==> src/rtl/color_detect_pkg.sv <==
// color_detect_pkg: shared types, colour thresholds and frame-buffer geometry
// for the multi-ROI colour detector. The white class is always reported by the
// classifier; whether anything counts it depends on MULTI_ROI_WHITE_EN.
package color_detect_pkg;

   localparam int FB_WIDTH  = 320;
   localparam int FB_HEIGHT = 240;

   localparam logic [7:0] RED_R_MIN   = 8'd170;
   localparam logic [7:0] RED_GB_MAX  = 8'd100;
   localparam logic [7:0] GREEN_R_MAX = 8'd90;
   localparam logic [7:0] GREEN_G_MIN = 8'd210;
   localparam logic [7:0] GREEN_B_MAX = 8'd90;
   localparam logic [7:0] BLUE_RG_MAX = 8'd100;
   localparam logic [7:0] BLUE_B_MIN  = 8'd170;
   localparam logic [7:0] WHITE_MIN   = 8'd150;

   typedef enum logic [1:0] {
      NONE  = 2'b00,
      RED   = 2'b01,
      GREEN = 2'b10,
      BLUE  = 2'b11
   } color_t;

   typedef enum logic [2:0] {
      PC_NONE,
      PC_RED,
      PC_GREEN,
      PC_BLUE,
      PC_WHITE
   } pixel_class_t;

   // Expand RGB565 to 8 bits per channel (zero LSBs) and pick the first
   // matching class in the order red, green, blue, white.
   function automatic pixel_class_t classify_rgb565(input logic [15:0] rgb);
      logic [7:0]   r;
      logic [7:0]   g;
      logic [7:0]   b;
      pixel_class_t c;
      r = {rgb[15:11], 3'b000};
      g = {rgb[10:5], 2'b00};
      b = {rgb[4:0], 3'b000};
      c = PC_NONE;
      if (r >= RED_R_MIN && g <= RED_GB_MAX && b <= RED_GB_MAX)
         c = PC_RED;
      else if (r <= GREEN_R_MAX && g >= GREEN_G_MIN && b <= GREEN_B_MAX)
         c = PC_GREEN;
      else if (r <= BLUE_RG_MAX && g <= BLUE_RG_MAX && b >= BLUE_B_MIN)
         c = PC_BLUE;
      else if (r >= WHITE_MIN && g >= WHITE_MIN && b >= WHITE_MIN)
         c = PC_WHITE;
      return c;
   endfunction

endpackage

==> src/rtl/roi_pixel_counter.sv <==
// roi_pixel_counter: per-ROI bound capture, in-ROI test and saturating class
// counters. The white counter exists only when MULTI_ROI_WHITE_EN is defined.
module roi_pixel_counter
   import color_detect_pkg::*;
(
   input  logic         clk,
   input  logic         reset,
   input  logic         frame_start,
   input  logic         clear,
   input  logic         count_en,
   input  logic [9:0]   pix_x,
   input  logic [9:0]   pix_y,
   input  pixel_class_t pix_class,
   input  logic [9:0]   x0,
   input  logic [9:0]   x1,
   input  logic [9:0]   y0,
   input  logic [9:0]   y1,
   output logic [15:0]  red_count,
   output logic [15:0]  green_count,
   output logic [15:0]  blue_count
`ifdef MULTI_ROI_WHITE_EN
   ,
   output logic [15:0]  white_count
`endif
);

   logic [9:0] x0_q;
   logic [9:0] x1_q;
   logic [9:0] y0_q;
   logic [9:0] y1_q;
   logic       in_roi;

   function automatic logic [15:0] sat_inc(input logic [15:0] v);
      return (v == 16'hFFFF) ? v : v + 16'd1;
   endfunction

   // Bounds are frozen at frame start so mid-frame changes cannot skew counts.
   always_ff @(posedge clk or posedge reset) begin
      if (reset) begin
         x0_q <= '0;
         x1_q <= '0;
         y0_q <= '0;
         y1_q <= '0;
      end else if (frame_start) begin
         x0_q <= x0;
         x1_q <= x1;
         y0_q <= y0;
         y1_q <= y1;
      end
   end

   // Inclusive start, exclusive end; an inverted or zero-size ROI never matches.
   assign in_roi = (pix_x >= x0_q) && (pix_x < x1_q) &&
                   (pix_y >= y0_q) && (pix_y < y1_q);

   // Class counters: cleared on frame start or publish, saturate at 65535.
   always_ff @(posedge clk or posedge reset) begin
      if (reset) begin
         red_count   <= '0;
         green_count <= '0;
         blue_count  <= '0;
`ifdef MULTI_ROI_WHITE_EN
         white_count <= '0;
`endif
      end else if (frame_start || clear) begin
         red_count   <= '0;
         green_count <= '0;
         blue_count  <= '0;
`ifdef MULTI_ROI_WHITE_EN
         white_count <= '0;
`endif
      end else if (count_en && in_roi) begin
         case (pix_class)
            PC_RED:   red_count   <= sat_inc(red_count);
            PC_GREEN: green_count <= sat_inc(green_count);
            PC_BLUE:  blue_count  <= sat_inc(blue_count);
`ifdef MULTI_ROI_WHITE_EN
            PC_WHITE: white_count <= sat_inc(white_count);
`endif
            default: ;
         endcase
      end
   end

endmodule

==> src/rtl/multi_roi_color_detector.sv <==
// multi_roi_color_detector: classifies RGB565 pixels of a 320x240 frame buffer
// shown inside a VGA raster, counts colours per ROI, and publishes a colour
// per ROI once the same raw result repeats for STABLE_FRAMES frames.
// Optional white detection is compiled in with MULTI_ROI_WHITE_EN.
module multi_roi_color_detector
   import color_detect_pkg::*;
#(
   parameter int NUM_ROI               = 4,
   parameter int FB_Y_OFFSET           = 240,
   parameter int MIN_PIXEL_THRESHOLD   = 200,
   parameter int WHITE_PIXEL_THRESHOLD = 5000,
   parameter int STABLE_FRAMES         = 3
)(
   input  logic                  clk,
   input  logic                  reset,
   input  logic                  DE,
   input  logic [9:0]            x_pixel,
   input  logic [9:0]            y_pixel,
   input  logic [15:0]           pixel_rgb_data,
   input  logic [NUM_ROI*10-1:0] roi_x0,
   input  logic [NUM_ROI*10-1:0] roi_x1,
   input  logic [NUM_ROI*10-1:0] roi_y0,
   input  logic [NUM_ROI*10-1:0] roi_y1,
   output logic [NUM_ROI*2-1:0]  stable_color,
   output logic [NUM_ROI-1:0]    roi_white,
   output logic [NUM_ROI-1:0]    result_ready,
   output logic                  frame_done
);

   localparam int                IDX_W         = (NUM_ROI > 1) ? $clog2(NUM_ROI) : 1;
   localparam logic [9:0]        X_END         = 10'(FB_WIDTH);
   localparam logic [9:0]        Y_START       = 10'(FB_Y_OFFSET);
   localparam logic [10:0]       Y_END         = 11'(FB_Y_OFFSET + FB_HEIGHT);
   localparam logic [9:0]        X_LAST        = 10'(FB_WIDTH - 1);
   localparam logic [9:0]        Y_LAST        = 10'(FB_HEIGHT - 1);
   localparam logic [15:0]       MIN_COUNT     = 16'(MIN_PIXEL_THRESHOLD);
   localparam logic [3:0]        STABLE_TARGET = 4'(STABLE_FRAMES);
   localparam logic [IDX_W-1:0]  LAST_IDX      = IDX_W'(NUM_ROI - 1);

   typedef enum logic [1:0] {IDLE, ACCUM, EVAL, PUBLISH} state_t;

   state_t       state;
   state_t       next_state;

   logic         pix_valid;
   logic [9:0]   fb_y;
   logic         frame_start;
   logic         frame_start_go;
   logic         count_en;
   logic         last_pixel;

   logic         p_valid;
   logic [9:0]   p_x;
   logic [9:0]   p_y;
   pixel_class_t p_class;

   logic [15:0]  red_cnt   [NUM_ROI];
   logic [15:0]  green_cnt [NUM_ROI];
   logic [15:0]  blue_cnt  [NUM_ROI];

   logic [IDX_W-1:0]   eval_idx;
   logic [15:0]        sel_red;
   logic [15:0]        sel_green;
   logic [15:0]        sel_blue;
   logic [15:0]        best_count;
   color_t             best_color;
   color_t             raw_color;
   logic               same_raw;
   logic [3:0]         new_match;

   color_t             prev_color [NUM_ROI];
   color_t             stable_q   [NUM_ROI];
   logic [3:0]         match_cnt  [NUM_ROI];
   logic [NUM_ROI-1:0] ready_flag;

`ifdef MULTI_ROI_WHITE_EN
   localparam logic [15:0] WHITE_COUNT = 16'(WHITE_PIXEL_THRESHOLD);
   logic [15:0]        white_cnt [NUM_ROI];
   logic [15:0]        sel_white;
   logic               raw_white;
   logic [NUM_ROI-1:0] prev_white;
   logic [NUM_ROI-1:0] white_q;
`endif

   assign pix_valid   = DE && (x_pixel < X_END) && (y_pixel >= Y_START) &&
                        ({1'b0, y_pixel} < Y_END);
   assign fb_y        = y_pixel - Y_START;
   assign frame_start = pix_valid && (x_pixel == 10'd0) && (fb_y == 10'd0);

   assign frame_start_go = frame_start && ((state == IDLE) || (state == ACCUM));
   assign count_en       = p_valid && (state == ACCUM);
   assign last_pixel     = p_valid && (p_x == X_LAST) && (p_y == Y_LAST);

   // One pipeline stage of pixel classification ahead of the counters.
   always_ff @(posedge clk or posedge reset) begin
      if (reset) begin
         p_valid <= 1'b0;
         p_x     <= '0;
         p_y     <= '0;
         p_class <= PC_NONE;
      end else begin
         p_valid <= pix_valid;
         p_x     <= x_pixel;
         p_y     <= fb_y;
         p_class <= classify_rgb565(pixel_rgb_data);
      end
   end

   for (genvar i = 0; i < NUM_ROI; i++) begin : g_roi
      roi_pixel_counter u_counter (
         .clk         (clk),
         .reset       (reset),
         .frame_start (frame_start_go),
         .clear       (state == PUBLISH),
         .count_en    (count_en),
         .pix_x       (p_x),
         .pix_y       (p_y),
         .pix_class   (p_class),
         .x0          (roi_x0[i*10 +: 10]),
         .x1          (roi_x1[i*10 +: 10]),
         .y0          (roi_y0[i*10 +: 10]),
         .y1          (roi_y1[i*10 +: 10]),
         .red_count   (red_cnt[i]),
         .green_count (green_cnt[i]),
         .blue_count  (blue_cnt[i])
`ifdef MULTI_ROI_WHITE_EN
         ,
         .white_count (white_cnt[i])
`endif
      );

      assign stable_color[i*2 +: 2] = stable_q[i];
`ifdef MULTI_ROI_WHITE_EN
      assign roi_white[i] = white_q[i];
`else
      assign roi_white[i] = 1'b0;
`endif
   end

   // Frame state register.
   always_ff @(posedge clk or posedge reset) begin
      if (reset) state <= IDLE;
      else       state <= next_state;
   end

   // A new frame start inside ACCUM restarts accumulation instead of evaluating.
   always_comb begin
      next_state = state;
      case (state)
         IDLE:    if (frame_start) next_state = ACCUM;
         ACCUM:   if (frame_start) next_state = ACCUM;
                  else if (last_pixel) next_state = EVAL;
         EVAL:    if (eval_idx == LAST_IDX) next_state = PUBLISH;
         PUBLISH: next_state = IDLE;
         default: next_state = IDLE;
      endcase
   end

   // Publish pulses are only visible for the single PUBLISH cycle.
   always_comb begin
      frame_done   = 1'b0;
      result_ready = '0;
      if (state == PUBLISH) begin
         frame_done   = 1'b1;
         result_ready = ready_flag;
      end
   end

   // Raw result for the ROI under evaluation; ties favour red, then green.
   always_comb begin
      sel_red    = red_cnt[eval_idx];
      sel_green  = green_cnt[eval_idx];
      sel_blue   = blue_cnt[eval_idx];
      best_color = RED;
      best_count = sel_red;
      if (!((sel_red >= sel_green) && (sel_red >= sel_blue))) begin
         if (sel_green >= sel_blue) begin
            best_color = GREEN;
            best_count = sel_green;
         end else begin
            best_color = BLUE;
            best_count = sel_blue;
         end
      end
      raw_color = NONE;
      if (best_count >= MIN_COUNT) raw_color = best_color;
`ifdef MULTI_ROI_WHITE_EN
      sel_white = white_cnt[eval_idx];
      raw_white = (sel_white >= WHITE_COUNT);
      same_raw  = (raw_color == prev_color[eval_idx]) &&
                  (raw_white == prev_white[eval_idx]);
`else
      same_raw  = (raw_color == prev_color[eval_idx]);
`endif
      new_match = 4'd1;
      if (same_raw) begin
         new_match = (match_cnt[eval_idx] == 4'hF) ? 4'hF : match_cnt[eval_idx] + 4'd1;
      end
   end

   // Stability tracking: one ROI per EVAL cycle, ready flags consumed by PUBLISH.
   always_ff @(posedge clk or posedge reset) begin
      if (reset) begin
         eval_idx   <= '0;
         ready_flag <= '0;
         for (int i = 0; i < NUM_ROI; i++) begin
            prev_color[i] <= NONE;
            stable_q[i]   <= NONE;
            match_cnt[i]  <= '0;
         end
`ifdef MULTI_ROI_WHITE_EN
         prev_white <= '0;
         white_q    <= '0;
`endif
      end else if (state == EVAL) begin
         eval_idx              <= eval_idx + 1'b1;
         match_cnt[eval_idx]   <= new_match;
         prev_color[eval_idx]  <= raw_color;
`ifdef MULTI_ROI_WHITE_EN
         prev_white[eval_idx]  <= raw_white;
`endif
         if (new_match >= STABLE_TARGET) begin
            stable_q[eval_idx]   <= raw_color;
            ready_flag[eval_idx] <= (raw_color != NONE) && (raw_color != stable_q[eval_idx]);
`ifdef MULTI_ROI_WHITE_EN
            white_q[eval_idx]    <= raw_white;
`endif
         end else begin
            ready_flag[eval_idx] <= 1'b0;
         end
      end else begin
         eval_idx <= '0;
         if (state == PUBLISH) ready_flag <= '0;
      end
   end

endmodule
==> config.mk <==
export PLATFORM = sky130hd
export DESIGN_NAME = multi_roi_color_detector
export DESIGN_NICKNAME = d
export VERILOG_FILES = /design/src/rtl/color_detect_pkg.sv /design/src/rtl/roi_pixel_counter.sv /design/src/rtl/multi_roi_color_detector.sv
export SDC_FILE = /design/constraint.sdc
export NUM_CORES = 1
export LEC_CHECK = 0
export BUFFER_PORTS_ARGS = -buffer_cell sky130_fd_sc_hd__buf_4
export CORE_MARGIN = 2
export CORE_UTILIZATION = 42
export CTS_CLUSTER_DIAMETER = 60
export DETAILED_ROUTE_END_ITERATION = 8
export GPL_TIMING_DRIVEN = 0
export PLACE_DENSITY_LB_ADDON = 0.3
export SLEW_MARGIN = 20
export SYNTH_ARGS = -nofsm -noshare
export SYNTH_HDL_FRONTEND = slang
export SYNTH_SLANG_ARGS = --single-unit
export TNS_END_PERCENT = 1
==> constraint.sdc <==
create_clock -name clk -period 29.2 [get_ports clk]
set_input_delay 0 -clock clk [delete_from_list [all_inputs] [get_ports clk]]
set_output_delay 0 -clock clk [all_outputs]
set_load 0.01 [all_outputs]
==> key figures <==
Die
  • Ports: around 220
  • Rows: 89
  • Die Width: 249 um
  • Initial Utilization: 42.6%
  • Die footprint: 61800 um2
  • Core area: 59000 um2
  • Chip height: 249 um

Routing
  • Detailed Route WL: between 80000 and 90000 um
  • Antenna violation net count after detailed routing: 0
  • DR iter-0 viols: 2036
  • Routed vias/inst: just under 6
  • DRC viols: 0
  • Via count: 23402
  • Wire per inst: 22.0 um
  • First-pass DRT Iterations: 5

Place
  • DP HPWL: roughly 63000 um
  • Placed instance count: 3684
  • Routability cong.: around 0.95
  • PortBufs: roughly 210

Worst setup path
  • CP max FO: 10
  • Crit Path Category: reg2reg
  • Startpoint Class: register
  • Crit path arrival time: 6470 ps
  • CP Capture Type: register
  • CP required: 29740 ps

Cells and area
  • Final Non-Filler Cells: 3974
  • Share of layout cells above drive strength 1: 13.2%
  • Final net count: about 3600
  • Area grow syn2layout: 25.6%

Timing
  • RSZ-0062 raised after global routing: no
  • FMAX: 169 MHz
  • Relative slew slack: approximately a third
  • Min Clock Period, post-route: about 5900 ps
  • Setup TNS: 0 ps
  • Setup Viol. Count Final: 0
  • Tightest Pin Transition: about 1000 ps
  • Fin. Hold Viols: 0
  • Clock Skews: 30.6 ps
  • Max-slew violations: 0
  • Tcrit/Tclk final: 20.3%

Clock network
  • Worst-path clk slew: ~70 ps
  • Post-CTS setup buffer count: 0
  • H-tree depth: 2
  • Root buffer cell: clkbuf_16
  • CTS tree: yes
  • Clock sink count: 416
  • Post-CTS Resized: 0
  • Inserted Clock Buffers: 50
  • CTS Buffer Depth: 3
  • Worst skew pair latency: 630 ps

Synth
  • Area contributors post-synth: dfrtp_1 (41%), ha_1 (11%), nand2_1 (5.7%)
  • Ys Warns: 0
  • Top cell type's share of synthesized area: 41.4%
  • Yosys cell types: 75
  • Commonest cells post-synth: dfrtp_1 (416), nand2_1 (379), o21ai_0 (241), inv_1 (231), ha_1 (219)
  • Async S/R FF share, synth: between 90% and 100%
  • Post-synth EDFFs: 0
  • Most used flip-flop cell after synthesis: dfrtp_1
  • Most frequent cell after synthesis: dfrtp_1
  • Seq/Total Area, Yosys: 41.4%
  • Syn avg cell area: around 9.3 um2
  • Mapped Cells: 2692
  • Post-synth top area cell: dfrtp_1
  • Synthesized area: 25100 um2
  • Seq cells post-synth: 416

Hold path
  • Class of the worst hold path: in2reg

Global routing
  • Largest net degree at the start of global routing: 94
  • GRT Util Overall: 27.9%
  • First-pass GRT wire length: roughly 140000 um
  • Initial antenna violation count: 1
  • GR Layer Usage met2: between 40% and 50%
  • GR Layer Usage met3: 5.95%
  • Vias in the first global route: 23685
  • GRT Max-Usage Layer: met2
  • GRT overflow: 0
  • Met1 GRT Util: 35.4%

Power
  • Leakage: 0.0148 uW
  • Max VDD drop: 0.0000400 V
  • Pwr dens: about 42 nW/um2

Job
  • Max_cap viols: 0

Status
  • Status: finished clean
sequential cells by signal, indices dropped and copies added, names as in the netlist, 10 cells and up, named ones only:
register,count
g_roi.u_counter.blue_count,64
g_roi.u_counter.green_count,64
g_roi.u_counter.red_count,64
g_roi.u_counter.x0_q,40
g_roi.u_counter.x1_q,40
g_roi.u_counter.y0_q,40
g_roi.u_counter.y1_q,40
match_cnt,16
p_x,10
p_y,10
cells in the final DEF, fill, tap and decap left out, types with 7 or more instances in the layout:
master,count
ha_1,219
inv_1,230
a31oi_1,8
nor2_1,116
mux2i_1,29
and4_1,13
o21ai_1,13
nand3b_1,10
nand4_1,36
a21oi_1,136
dfrtp_1,416
and3_1,53
buf_4,219
nor3_1,43
a41o_1,7
mux4_2,56
nand2b_1,24
clkbuf_8,9
and2_1,10
clkinv_2,7
o211ai_1,15
or4_1,44
xor2_1,21
a211oi_1,9
a21o_1,37
xnor2_1,60
a31o_2,7
or3_1,64
nand3_1,97
buf_2,18
o31ai_1,48
o21ai_0,241
dlygate4sd3_1,195
nand2_1,379
o21a_1,9
clkbuf_1,93
nor4_1,40
clkbuf_16,50
path summary, 6_finish.rpt:
check,slack (ps),cells past startpoint,from,endpoint
min in group asynchronous,550,4,reset,g_roi[0].u_counter.y0_q[3]
hold reg to reg,470,2,g_roi[2].u_counter.y1_q[0],g_roi[2].u_counter.y1_q[0]
setup reg to reg,23270,16,eval_idx[1],ready_flag[0]
max in group asynchronous,27100,7,reset,match_cnt[15]
setup / recovery,23270,16,eval_idx[1],ready_flag[0]
hold / removal,50,2,x_pixel[5],p_x[5]
kinds of logic (layout without fill, tap and decap cells):
kind of cell,count (synthesis),count (layout),synth area share (%)
AO/OA/AOI/OAI,579,579,14.0
XOR/XNOR,81,81,2.82
adder cells (fa/ha/maj),219,219,10.9
buffers and inverters,355,857,5.71
flip-flops,416,416,41.4
multiplexers,85,85,6.18
other,1,8,0.0149
AND/OR/NAND/NOR,956,956,18.9
per-layer routing:
layer  up-vias  routed length [um]
met3       262                7360
met1     11526               34900
li1      10518                   -
met5         -                   0
met2      1096               40300
met4         0                4890
critical path, stage by stage (launching register included):
cell and delay, ps:
dfrtp_1 490, buf_6 260, buf_8 180, buf_2 370
buf_1 780, mux4_2 670, ha_1 320, nand2b_4 150
a2111oi_4 350, o311ai_1 170, a2111oi_2 650, nor3_1 160
or3_1 410, buf_4 170, o22a_1 250, nor3_2 270
a22o_1 190
metrics by stage:
step	worst slack (ps)	total power, uW	area, um2	hold WS, ps	utilization [%]
after floorplan	17620	617	25100	31.4	-
after global placement	12650	653	27700	117	46.9
after detailed placement	23310	657	27800	24.3	47.2
after CTS	23280	1340	31500	3.05	53.4
after global routing	22990	1370	31500	38.1	53.4
final	23270	1330	31500	45.6	53.5
power by group:
part / internal, uW / switching [uW]
sequential: 578 / 8.42
clock: 393 / 270
combinational: 45.4 / 36.9
cell type report:
type,count,area [um2]
well taps,773,967
multi-input cells,1924,13300
inverters,231,875
fillers,5128,27500
clock inverters,25,349
repair buffers,411,3670
flip-flops and latches,416,10400
clock buffers,66,1400
diodes,4,10.0
plain buffers,124,567
repair_timing:
action,CTS,global route
hold buffers,195,0
endpoints found under the hold margin,375,0
endpoints found under the setup margin,0,0
Power figures use the tool's default switching activity.
